## config.mk

```make
export PLATFORM = sky130hd
export DESIGN_NAME = fifo_stream_reader_flat
export DESIGN_NICKNAME = d
export VERILOG_FILES = /design/src/rtl/fifo_pkg.sv /design/src/rtl/fifo_stream_reader_if.sv /design/src/rtl/fifo_rd_skid.sv /design/src/rtl/fifo_stream_reader.sv /design/src/flat_wrapper.sv
export SDC_FILE = /design/constraint.sdc
export NUM_CORES = 1
export LEC_CHECK = 0
export CAP_MARGIN = 30
export CORE_ASPECT_RATIO = 1.1
export CORE_MARGIN = 2
export CORE_UTILIZATION = 25
export CTS_CLUSTER_DIAMETER = 60
export DETAILED_ROUTE_END_ITERATION = 8
export GPL_TIMING_DRIVEN = 0
export MAX_ROUTING_LAYER = met4
export PLACE_DENSITY = 0.5
export SLEW_MARGIN = 0
export SYNTH_ARGS = -nofsm -noshare
export SYNTH_HDL_FRONTEND = slang
export SYNTH_HIERARCHICAL = 1
export SYNTH_SLANG_ARGS = --single-unit
```

## constraint.sdc

```tcl
create_clock -name clk -period 4.4 [get_ports clk]
set_input_delay 0.44 -clock clk [delete_from_list [all_inputs] [get_ports clk]]
set_output_delay 0.44 -clock clk [all_outputs]
set_load 0.01 [all_outputs]
```

## src/rtl/fifo_pkg.sv

```systemverilog
// Shared constants and helpers for the FIFO stream reader and its skid buffer.
// Holds the default data width, skid depth and the occupancy update function.
package fifo_pkg;

    localparam int         DWIDTH_DEF = 4;
    localparam int         SKID_DEPTH = 2;
    localparam logic [1:0] OCC_EMPTY  = 2'd0;
    localparam logic [1:0] OCC_FULL   = 2'd2;

    typedef logic [7:0] xfer_cnt_t;

    // Occupancy after one edge; a simultaneous push and pop cancel out.
    function automatic logic [1:0] occ_next(input logic [1:0] occ,
                                            input logic       push,
                                            input logic       pop);
        occ_next = occ + {1'b0, push} - {1'b0, pop};
    endfunction

endpackage

```

## src/rtl/fifo_stream_reader_if.sv

```systemverilog
// Handshake bundle between the upstream show-ahead FIFO, the reader and the stream consumer.
// The master modport is the reader itself; slave is the surrounding environment.
interface fifo_stream_reader_if
    import fifo_pkg::*;
#(
    parameter int DWIDTH = DWIDTH_DEF
);

    logic              fifo_empty;
    logic [DWIDTH-1:0] fifo_dout;
    logic              fifo_ren;
    logic              m_valid;
    logic              m_ready;
    logic [DWIDTH-1:0] m_data;
    logic              flush;
    xfer_cnt_t         xfer_count;

    modport master (
        input  fifo_empty,
        input  fifo_dout,
        input  m_ready,
        input  flush,
        output fifo_ren,
        output m_valid,
        output m_data,
        output xfer_count
    );

    modport slave (
        output fifo_empty,
        output fifo_dout,
        output m_ready,
        output flush,
        input  fifo_ren,
        input  m_valid,
        input  m_data,
        input  xfer_count
    );

endinterface

```

## src/rtl/fifo_rd_skid.sv

```systemverilog
// Two-entry skid buffer: storage plus head/tail pointers and occupancy.
// Storage words are deliberately not reset; only the bookkeeping is.
module fifo_rd_skid
    import fifo_pkg::*;
#(
    parameter int DWIDTH = DWIDTH_DEF
) (
    input  logic              clk,
    input  logic              rst,
    input  logic              flush_i,
    input  logic              push_i,
    input  logic              pop_i,
    input  logic [DWIDTH-1:0] wdata_i,
    output logic [DWIDTH-1:0] rdata_o,
    output logic [1:0]        occ_o
);

    logic [DWIDTH-1:0] buf_q [SKID_DEPTH];
    logic              head_q, head_d;
    logic              tail_q, tail_d;
    logic [1:0]        occ_q, occ_d;

    // Next-state for pointers and occupancy; flush returns everything to empty.
    always_comb begin
        head_d = head_q;
        tail_d = tail_q;
        occ_d  = occ_q;
        if (flush_i) begin
            head_d = 1'b0;
            tail_d = 1'b0;
            occ_d  = OCC_EMPTY;
        end else begin
            if (push_i) begin
                tail_d = ~tail_q;
            end else begin
                tail_d = tail_q;
            end
            if (pop_i) begin
                head_d = ~head_q;
            end else begin
                head_d = head_q;
            end
            occ_d = occ_next(occ_q, push_i, pop_i);
        end
    end

    // Pointer and occupancy registers.
    always_ff @(posedge clk or posedge rst) begin
        if (rst) begin
            head_q <= 1'b0;
            tail_q <= 1'b0;
            occ_q  <= OCC_EMPTY;
        end else begin
            head_q <= head_d;
            tail_q <= tail_d;
            occ_q  <= occ_d;
        end
    end

    // Word storage, written at the tail slot on every push.
    always_ff @(posedge clk) begin
        if (push_i && !flush_i) begin
            buf_q[tail_q] <= wdata_i;
        end
    end

    assign rdata_o = buf_q[head_q];
    assign occ_o   = occ_q;

endmodule

```

## src/rtl/fifo_stream_reader.sv

```systemverilog
// Pops a show-ahead FIFO into a valid/ready stream through a 2-entry skid buffer.
// Pop request never looks at m_ready, so upstream timing stays decoupled from the consumer.
module fifo_stream_reader
    import fifo_pkg::*;
#(
    parameter int DWIDTH = DWIDTH_DEF
) (
    input  logic                 clk,
    input  logic                 rst,
    fifo_stream_reader_if.master bus
);

    logic [1:0]        occ_s;
    logic [DWIDTH-1:0] rdata_s;
    logic              ren_s;
    logic              valid_s;
    logic              xfer_s;
    xfer_cnt_t         xfer_count_q, xfer_count_d;

    // Pop, valid and transfer qualifiers; flush and reset both suppress them.
    always_comb begin
        ren_s   = ~bus.fifo_empty & ~bus.flush & (occ_s != OCC_FULL) & ~rst;
        valid_s = (occ_s != OCC_EMPTY) & ~bus.flush;
        xfer_s  = valid_s & bus.m_ready;
    end

    // Transfer counter next-state, wrapping naturally at 256.
    always_comb begin
        xfer_count_d = xfer_count_q;
        if (xfer_s) begin
            xfer_count_d = xfer_count_q + 8'd1;
        end else begin
            xfer_count_d = xfer_count_q;
        end
    end

    // Transfer counter register.
    always_ff @(posedge clk or posedge rst) begin
        if (rst) begin
            xfer_count_q <= 8'd0;
        end else begin
            xfer_count_q <= xfer_count_d;
        end
    end

    fifo_rd_skid #(
        .DWIDTH (DWIDTH)
    ) u_skid (
        .clk     (clk),
        .rst     (rst),
        .flush_i (bus.flush),
        .push_i  (ren_s),
        .pop_i   (xfer_s),
        .wdata_i (bus.fifo_dout),
        .rdata_o (rdata_s),
        .occ_o   (occ_s)
    );

    assign bus.fifo_ren   = ren_s;
    assign bus.m_valid    = valid_s;
    assign bus.m_data     = rdata_s;
    assign bus.xfer_count = xfer_count_q;

endmodule

```

## src/flat_wrapper.sv

```systemverilog
// flat-port wrapper written by rule: the top's interface ports become plain ports
module fifo_stream_reader_flat import fifo_pkg::*;
#(
    parameter int DWIDTH = DWIDTH_DEF
)
  (clk, rst, bus_fifo_empty, bus_fifo_dout, bus_m_ready, bus_flush, bus_fifo_ren, bus_m_valid, bus_m_data, bus_xfer_count);
  fifo_stream_reader_if #(.DWIDTH(DWIDTH)) bus_i ();
  input  logic clk;
  input  logic rst;
  input wire logic [$bits(bus_i.fifo_empty)-1:0] bus_fifo_empty;
  input wire logic [$bits(bus_i.fifo_dout)-1:0] bus_fifo_dout;
  input wire logic [$bits(bus_i.m_ready)-1:0] bus_m_ready;
  input wire logic [$bits(bus_i.flush)-1:0] bus_flush;
  output wire logic [$bits(bus_i.fifo_ren)-1:0] bus_fifo_ren;
  output wire logic [$bits(bus_i.m_valid)-1:0] bus_m_valid;
  output wire logic [$bits(bus_i.m_data)-1:0] bus_m_data;
  output wire logic [$bits(bus_i.xfer_count)-1:0] bus_xfer_count;
  assign bus_i.fifo_empty = bus_fifo_empty;
  assign bus_i.fifo_dout = bus_fifo_dout;
  assign bus_i.m_ready = bus_m_ready;
  assign bus_i.flush = bus_flush;
  assign bus_fifo_ren = bus_i.fifo_ren;
  assign bus_m_valid = bus_i.m_valid;
  assign bus_m_data = bus_i.m_data;
  assign bus_xfer_count = bus_i.xfer_count;
  fifo_stream_reader #(.DWIDTH(DWIDTH)) u_core (.clk(clk), .rst(rst), .bus(bus_i));
endmodule
```

======== Yosys cells after proc, flatten, opt, wreduce, memory -nomap -nowiden ========
Memories as Yosys holds them, arrays and structs flattened.
Index checks and enable logic that the tools add are counted.
storage, ports and cells
  register bits after elaboration ......... 12
  RAM bits ................................ 8
  bits of input ports ..................... 9
  output and inout bits ................... 14
  logic and storage cells ................. 31
  memories kept ........................... 1
cells by class
  $add $sub $neg .......................... 3
  equality and inequality tests ........... 1
  multiplexer cells ....................... 7
  bitwise gates (word level) .............. 10
  reduce and logical (&&, ||, !) cells .... 5
memories
  name                 depth  width  rd ports  clocked after Yosys merged registers in  write ports  RTL line            source
  u_core.u_skid.buf_q  2      4      1         0                                        1            fifo_rd_skid.sv:18  logic [DWIDTH-1:0] buf_q [SKID_DEPTH];
operators with widths
  cell                                                            count
  8-bit by 1-bit adder with 8-bit output (second input constant)  1
  1-bit two-way mux                                               6
  2-bit nonzero test                                              3
  1-bit bitwise AND                                               5
  1-bit inverter                                                  5
  2-bit by 1-bit adder with 2-bit output                          1
  2-bit two-way mux                                               1
  2-bit != test (second input constant)                           1
  2-bit by 1-bit subtractor with 2-bit output                     1
  1-bit logical AND                                               1
  1-bit logical NOT                                               1

======== Longest topological paths before layout ========
  depth after elaboration ................. 7
  mapped depth ............................ 7
  gate-level depth less buffers ........... 7

======== Hierarchy ========
The synthesis kept the hierarchy.
modules (own cells, without submodules)
  module              times used  cells an instance  area an instance (sq um)  seq. area each (sq um)
  fifo_rd_skid        1           30                 495.5                     340.3
  fifo_stream_reader  1           32                 379.1                     200.2

======== Worst setup path after synthesis ========
OpenSTA, ideal clock, no wires.
  kind .................................... input -> register
  start point ............................. input port bus_flush
  end point ............................... memory u_core/u_skid/buf_q[0][0] (netlist name) (enable)
  library setup time ...................... 0.367 ns
  data arrival time ....................... 2.100 ns
  required time ........................... 4.033 ns
  setup slack ............................. 1.933 ns
  cell stages on the path ................. 2
  path buffers ............................ 0
  path through ............................ a2111oi_0 nor3b_1
between the ends
  longest elaborated chain between the ends .. 7
  elaborated cells between the ends (all ways) .. 8
  those cells by class .................... mux (2); bitwise (4); reduce/logical (2)
RTL lines
  item                                       RTL line                  source
  start: declaration                         flat_wrapper.sv:13        input wire logic [$bits(bus_i.flush)-1:0] bus_flush;
  1-bit inverter                             fifo_stream_reader.sv:22  ren_s = ~bus.fifo_empty & ~bus.flush & (occ_s != OCC_FULL) & ~rst;
  1-bit bitwise AND (3 in a row)             fifo_stream_reader.sv:22
  1-bit logical AND *                        fifo_rd_skid.sv:62        if (push_i && !flush_i) begin
  1-bit two-way mux *                        fifo_rd_skid.sv:62
  1-bit two-way mux (not written as such) *  fifo_rd_skid.sv:63        buf_q[tail_q] <= wdata_i;
  end: declaration                           fifo_rd_skid.sv:18
Mark *: on every way between the ends. The rest lies on a longest branch, timed or not.

======== Worst setup path after layout ========
  start point ............................. input port bus_flush
  end point ............................... output port bus_fifo_ren
between the ends
  longest elaborated chain between the ends .. 4
RTL lines
  item                            RTL line                  source
  1-bit inverter                  fifo_stream_reader.sv:22
  1-bit bitwise AND (3 in a row)  fifo_stream_reader.sv:22
  end: declaration                flat_wrapper.sv:14        output wire logic [$bits(bus_i.fifo_ren)-1:0] bus_fifo_ren;
Every way passes these cells.

==> results_dict.tcl <==
set metrics [dict create \
    outcome "complete, no violations" \
    min_period_ns 2.64 \
    cts-resized-gates 0 \
    drt_first_pass_iters 4 \
    finalClockSkew_ns 0.00235 \
    row_count 22 \
    instances_no_fill 137 \
    num_antenna_cells 0 \
    chipWidth_um 60.4 \
    sw_frac_of_total 0.266 \
    grt_usage 0.0842 \
    viasPerCell 4.09 \
    cts_sinks 20 \
    final.setup.worst_slack_ns 1.76 \
    cts_buffer_depth 2 \
    dp_hpwl_um 1130 \
    timing.reg2reg.setup_slack_ns 2.32 \
    power_frac_seq 0.561 \
    crit_fanout 9 \
    slew_headroom 0.572 \
    path_class "input port to output pin" \
    crit_path_end "bus_fifo_ren" \
    path_clk_slew_ns 0.11 \
    die_y_um 66.0 \
    hp-class "input port to async pin" \
    timing.final.crit_share 0.601 \
    tritoncts "yes" \
    end_kind "output pin" \
    power.total_mw 0.413 \
    ir_worst_vdd_mv 0.0710 \
    synthCells 62 \
    ys_ff_latch 20 \
    hold_viol 0 \
    power_density_mw_per_mm2 349 \
    yosysSeqAreaShare 0.618 \
    fmax_mhz 378 \
    cts-hold-fix-buffers 0 \
    place_congestion 0.741 \
    cts_made_buffers 3 \
    postCtsSetupRepairBufs 0 \
    vias 561 \
    grt_max_degree 12 \
    postSynthAreaPerCell_um2 14.1 \
    maxSlewViolCount 0 \
    grt_pass1_wl_um 2390 \
    yosys_warnings 6 \
    tightest_slew_ns 0.640 \
    power.switching_mw 0.110 \
    rsz0062_at_grt "no" \
    final_cell_mix "22 x clkdlybuf4s50_1, 12 x dfrtp_1, 8 x xnor2_1, 8 x edfxtp_1" \
    clkLatencyLatePin_ns 0.29 \
    ff2ff_path_depth 3 \
    setup_tns_ns 0 \
    synthesis.area_um2 875 \
    crit_path_start_kind "input port" \
    r2r_end "u_core/u_skid/buf_q[0][0]$_DFFE_PP_" \
    h-tree-depth 1 \
    r2r_start "u_core/u_skid/occ_o[1]$_DFF_PP0_" \
    grt_pass1_vias 531 \
    async_flop_share 0.600 \
    setup_viol 0 \
    pwr-share-clk 0.207 \
    ys_types 17 \
    drt_wl_total_um 1460 \
    p_comb_frac 0.232 \
    antenna_found_initial 0 \
    drc 0 \
    leakage_nw 0.477 \
    area_growth_pct 35.5 \
    syn_nets 74 \
    coreArea_mm2 0.00333 \
    cp-startpoint "bus_flush" \
    ys.flop_type "dfrtp_1" \
    drt_iter0_markers 17 \
    cp_data_arrival_time_ns 2.20 \
    detail-route-antenna-nets 0 \
    portBuffers 22 \
    io_pins 23 \
    initial_core_util 0.263 \
    wire_per_inst_um 10.7 \
    die-area_mm2 0.00399 \
    grt_overflow 0 \
    final_common_cell "clkdlybuf4s50_1" \
    synth_edf_count 8 \
    dp.cells 133 \
    place_ws_ns 1.61 \
    root_buffer "clkbuf_4" \
    p_int_mw 0.303 \
    required_ns 3.96 \
    drive_above_1_share 0.101 \
    finalNetCount 102 \
    maxCapViolCount 0 \
]
==> registers in the layout, summed over array words and instances, names as in the netlist <==
register	cells
u_core/u_skid/head_q	1
u_core/bus.xfer_count	8
u_core/u_skid/occ_o	2
u_core/u_skid/tail_q	1
u_core/u_skid/buf_q	8
==> layout make-up <==
type	instances	area [um^2]
sequential	20	541
clock inverter	1	3.75
multi-input combinational	37	315
fill	343	2150
clock buffer	3	22.5
inverter	5	18.8
tap	48	60.1
timing repair buffer	23	224
==> through the flow <==
stage | hold slack, ns | utilization | area [um^2]
2_1_floorplan | 0.206 | - | 875
3_3_place_gp | 0.460 | 0.347 | 1150
3_5_place_dp | 0.465 | 0.348 | 1160
4_1_cts | 0.384 | 0.356 | 1180
5_1_grt | 0.414 | 0.356 | 1180
6_report | 0.385 | 0.356 | 1180
==> cell usage after synthesis (2+ instances only) <==
cell type | number | share of area
xnor2_1 | 8 | 0.080
dfrtp_1 | 12 | 0.34
nand2_1 | 2 | 0.0086
and3_1 | 3 | 0.021
nor2_1 | 5 | 0.021
inv_1 | 5 | 0.021
edfxtp_1 | 8 | 0.27
nand4_1 | 4 | 0.029
ha_1 | 3 | 0.043
mux2_2 | 5 | 0.064
==> how the worst min path moves through the flow <==
stage                                               from                              endpoint  slack (ns)  depth (start not counted)
floorplan                                            rst      u_core/u_skid/head_q$_DFFE_PP0P_        0.21                          1
global placement    u_core/bus.xfer_count[7]$_DFFE_PP0P_  u_core/bus.xfer_count[7]$_DFFE_PP0P_        0.46                          1
detailed placement  u_core/bus.xfer_count[7]$_DFFE_PP0P_  u_core/bus.xfer_count[7]$_DFFE_PP0P_        0.46                          1
CTS                                                  rst      u_core/u_skid/occ_o[1]$_DFF_PP0_        0.38                          2
global route                                         rst      u_core/u_skid/occ_o[0]$_DFF_PP0_        0.41                          2
finish                                               rst      u_core/u_skid/occ_o[1]$_DFF_PP0_        0.38                          2
==> metal layers <==
layer  vias to the layer above  GRT usage  routed length, um
met4                         0     0.0500                 23
li1                        273          -                  -
met5                         -          -                  0
met3                         2    0.00587                 37
met1                       276      0.117                690
met2                        10      0.120                711
==> power groups by stage <==
| stage | Combinational (mW) | Sequential, mW | Clock, mW |
|---|---|---|---|
| global placement | 0.0960 | 0.235 | 0 |
| detailed placement | 0.0976 | 0.236 | 0 |
| CTS | 0.0979 | 0.232 | 0.0895 |
| floorplan | 0.0407 | 0.239 | 0 |
| finish | 0.0959 | 0.232 | 0.0855 |
| global route | 0.109 | 0.235 | 0.0975 |
==> cells by family (layout without fill, tap and decap cells) <==
kind of cell / count (synthesis) / in the layout / share of synthesized area
buffers and inverters: 5 / 32 / 0.0215
multiplexers: 5 / 5 / 0.0644
XOR/XNOR: 10 / 10 / 0.116
AND/OR/NAND/NOR: 18 / 18 / 0.127
AO/OA/AOI/OAI: 1 / 1 / 0.0100
adder cells (fa/ha/maj): 3 / 3 / 0.0429
flip-flops: 20 / 20 / 0.618
==> worst max-delay path: stages <==
cell	delay, ns
clkdlybuf4s50_1	0.58
a2111oi_0	0.55
clkdlybuf4s50_1	0.64
No activity file was read; power rests on OpenSTA's default activity.
